File: src/rtl/conv_par_ser.sv
// Wide-to-narrow width converter: accepts IN_W-bit words and emits them as
// RATIO consecutive OUT_W-bit slices, with backpressure on both sides.
module conv_par_ser #(
    parameter int IN_W = 32,
    parameter int OUT_W = 8,
    localparam int RATIO = IN_W / OUT_W
) (
    input  logic             clk,
    input  logic             reset,
    input  logic [IN_W-1:0]  in_data,
    input  logic             in_valid,
    input  logic             in_msb_first,
    output logic             in_ready,
    output logic [OUT_W-1:0] out_data,
    output logic             out_valid,
    output logic             out_last,
    input  logic             out_ready
);

    localparam int CNT_W = (RATIO > 1) ? $clog2(RATIO) : 1;
    localparam logic [CNT_W-1:0] LAST_CNT = CNT_W'(RATIO - 1);

    if ((RATIO < 2) || (IN_W != RATIO * OUT_W)) begin : g_param_check
        $error("conv_par_ser: IN_W must be a multiple of OUT_W with RATIO >= 2");
    end

    logic [IN_W-1:0]  sreg_r, sreg_s;
    logic [CNT_W-1:0] cnt_r, cnt_s;
    logic             ord_r, ord_s;
    logic             busy_r, busy_s;
    logic             last_s, acc_s, iss_s;

    // The slice at the output end of the shift register for the latched order.
    function automatic logic [OUT_W-1:0] pick_slice(input logic [IN_W-1:0] word,
                                                    input logic msb_first);
        logic [OUT_W-1:0] slice;
        if (msb_first) begin
            slice = word[IN_W-1 -: OUT_W];
        end else begin
            slice = word[OUT_W-1:0];
        end
        return slice;
    endfunction

    // Output decode straight from state; in_ready also sees out_ready so a new
    // word can load on the same edge the last slice leaves.
    always_comb begin
        last_s    = busy_r & (cnt_r == LAST_CNT);
        out_valid = busy_r;
        out_last  = last_s;
        out_data  = pick_slice(sreg_r, ord_r);
        in_ready  = ~busy_r | (last_s & out_ready);
        acc_s     = in_valid & in_ready;
        iss_s     = busy_r & out_ready;
    end

    // Next-state: load wins over the last-slice issue; otherwise step or empty.
    always_comb begin
        sreg_s = sreg_r;
        cnt_s  = cnt_r;
        ord_s  = ord_r;
        busy_s = busy_r;
        if (acc_s) begin
            sreg_s = in_data;
            ord_s  = in_msb_first;
            cnt_s  = {CNT_W{1'b0}};
            busy_s = 1'b1;
        end else if (iss_s) begin
            if (last_s) begin
                busy_s = 1'b0;
            end else begin
                cnt_s  = cnt_r + CNT_W'(1);
                sreg_s = ord_r ? (sreg_r << OUT_W) : (sreg_r >> OUT_W);
            end
        end else begin
            busy_s = busy_r;
        end
    end

    // State register; reset drops any partially sent word.
    always_ff @(posedge clk or negedge reset) begin
        if (!reset) begin
            sreg_r <= {IN_W{1'b0}};
            cnt_r  <= {CNT_W{1'b0}};
            ord_r  <= 1'b1;
            busy_r <= 1'b0;
        end else begin
            sreg_r <= sreg_s;
            cnt_r  <= cnt_s;
            ord_r  <= ord_s;
            busy_r <= busy_s;
        end
    end

endmodule
File: config.mk
export PLATFORM = sky130hd
export DESIGN_NAME = conv_par_ser
export DESIGN_NICKNAME = d
export VERILOG_FILES = /design/src/rtl/conv_par_ser.sv
export SDC_FILE = /design/constraint.sdc
export NUM_CORES = 1
export LEC_CHECK = 0
export ABC_CLOCK_PERIOD_IN_PS = 5240
export CORE_AREA = 2 2 75 70
export DETAILED_ROUTE_END_ITERATION = 16
export DIE_AREA = 0 0 77 72
export PLACE_DENSITY = 0.76
export SLEW_MARGIN = 5
export SYNTH_ARGS = -nofsm -noshare
export SYNTH_HDL_FRONTEND = slang
export SYNTH_SLANG_ARGS = --single-unit
File: constraint.sdc
create_clock -name clk -period 5.24 [get_ports clk]
set_clock_uncertainty 0.2 [all_clocks]
set_input_delay 0.786 -clock clk [delete_from_list [all_inputs] [get_ports clk]]
set_output_delay 0.786 -clock clk [all_outputs]
set_load 0.03 [all_outputs]
==> results.toml <==
[status]
status = "completed"

[clocking]
cts_root_buffer = "clkbuf_8"
clk_path_buf_depth = 2
cts_sinks = 36
ctsHtreeMaxLevel = 2
cts.clk_slew.worst_paths_ns = 0.07
insertion_delay_ns = 0.29
hold_buffers = 0
cts_tree = "built"
post_cts_buffers = 0
cts-resized-gates = 0
numCtsBuffers = 5

[floorplanning]
die_w_um = 77
die-height_um = 72
start_util = 0.482
row_count = 24
die_area_um2 = 5540
ios = 48
coreArea_um2 = 4740

[sta]
tightestPinTransition_ns = 0.958
setup_viol = 0
period_minus_slack_ns = 3.61
hold_viol = 0
maxSlewViolCount = 0
final.setup.tns_ns = 0
finalCritPeriodShare = 0.690
fmax_mhz = 277
relSlewSlack = 0.361
rsz0062_at_grt = "no"

[finish]
nNetsFinal = 282
diodes = 0
mostFrequentLayoutCells = "clkdlybuf4s50_1 (47), dfrtp_1 (35), a32oi_1 (22)"
area.growth.synth_to_final_pct = 23.5
stdcell_area_um2 = 2820
final_common_cell = "clkdlybuf4s50_1"
drive_above_1_share = 0.147

[power_and_ir_drop]
pwr_density_cell_nw_per_um2 = 512
p_leak_nw = 1.20
ir_worst_vdd_uv = 258

[routing]
drtAntennaViolNets = 0
first_iter_violations = 144
dr.pass1.iters = 4
wl_mm = 5.23
viasPerCell = 5.80
route.detailed.drc = 0
via_count = 1799
post_drt_wl_per_cell_um = 16.9

[setup_path]
required_ns = 4.25
worstReg2RegStart = "cnt_r[1]"
crit_fanout = 25
endpoint_kind = "output port"
critPathKind = "in -> out"
worstSetupStartpoint = "out_ready"
cp.arrival_ns = 2.63
critPathLaunchType = "input port"

[grt]
grt_pass1_wl_mm = 8.84
grt_pass1_vias = 1750
antenna_found_initial = 0
grt_util_all_layers = 0.202
grt_max_degree = 37
overflow = 0

[run]
maxCapViolations = 0

[synthesis]
synth.avg_cell_area_um2 = 11.0
synth_seq_cells = 36
synth_edf_count = 0
netlist_instances = 207
synth.distinct_cells = 32
synth_area_leaders = "dfrtp_1 (38%), mux2_2 (9.9%), a32oi_1 (8.4%)"
yosysWarnings = 0
synth_ff_type = "dfrtp_1"
async_flop_share = 1.00
netlist_area_um2 = 2290
synth_area_leader_cell = "dfrtp_1"
yosysTopAreaCellShare = 0.383
ys_seq_area_frac = 0.395
synth_fp_nets = 245

[placement]
placed_area_um2 = 2730
hpwl_mm = 3.44
io_buffers = 47
routabilityCongestion = 0.744

[hold_path]
worstHoldStart = "sreg_r[5]"
hp-class = "reg -> reg"
==> layer usage <==
layer,share of wire,track usage
met3,0.066,0.0410
met1,0.47,0.287
met2,0.45,0.320
met4,0.011,0.0536
met5,0,0
==> power by group <==
group	internal [mW]	total (mW)	switching, mW	leakage [nW]
Clock	0.107	0.206	0.0990	0.0455
Combinational	0.378	0.698	0.320	0.692
Sequential	0.398	0.540	0.142	0.466
==> layout make-up <==
class                   count  area, um2
fillers                   440       1920
multi-input cells         147       1230
flip-flops and latches     36        902
repair buffers             51        500
clock buffers               8       90.1
well taps                  65       81.3
inverters                   3       13.8
==> final timing paths <==
path,slack (ns),to,depth (start not counted)
max,1.63,in_ready,4
min,0.33,sreg_r[5],1
max reg2reg,2.62,sreg_r[27],5
min reg2reg,0.33,sreg_r[5],1
max in group asynchronous,3.77,ord_r,2
min in group asynchronous,0.71,sreg_r[9],2
==> kinds of logic after synthesis <==
kind of cell	Yosys count	synth area share
buf+inv	24	0.0651
mux	50	0.237
compound gates	44	0.175
flops	36	0.395
simple gates	52	0.123
fa+ha+maj	1	0.00547
==> worst max-delay path, cell delays in order <==
cell and delay, ns:
clkdlybuf4s50_1 0.68, a21boi_4 0.17, inv_4 0.26, clkdlybuf4s50_1 0.72
==> synth_stat cells (2+ instances only) <==
master	n
a221o_1	2
a32oi_1	22
and2_1	9
buf_2	12
buf_6	5
clkbuf_1	2
dfrtp_1	35
inv_1	2
mux2_1	13
mux2_2	20
mux2i_1	17
nand2_1	18
nand2b_1	2
nor2_1	2
nor2b_1	16
o2bb2ai_1	7
o32ai_1	8
==> stage by stage <==
step	total power, mW	hold WS (ns)	setup slack (ns)	instances	util
after floorplan	1.05	0.273	2.83	207	-
after global placement	1.22	0.298	1.65	302	0.576
after detailed placement	1.24	0.311	1.59	302	0.576
after CTS	1.45	0.329	1.64	310	0.595
after global routing	1.53	0.347	1.56	310	0.595
final	1.44	0.326	1.63	310	0.595
==> state kept, by name, indices dropped and copies added, names as in the netlist <==
register   cells
out_valid      1
cnt_r          2
sreg_r        32
ord_r          1
(Power assumes the default switching activity.)
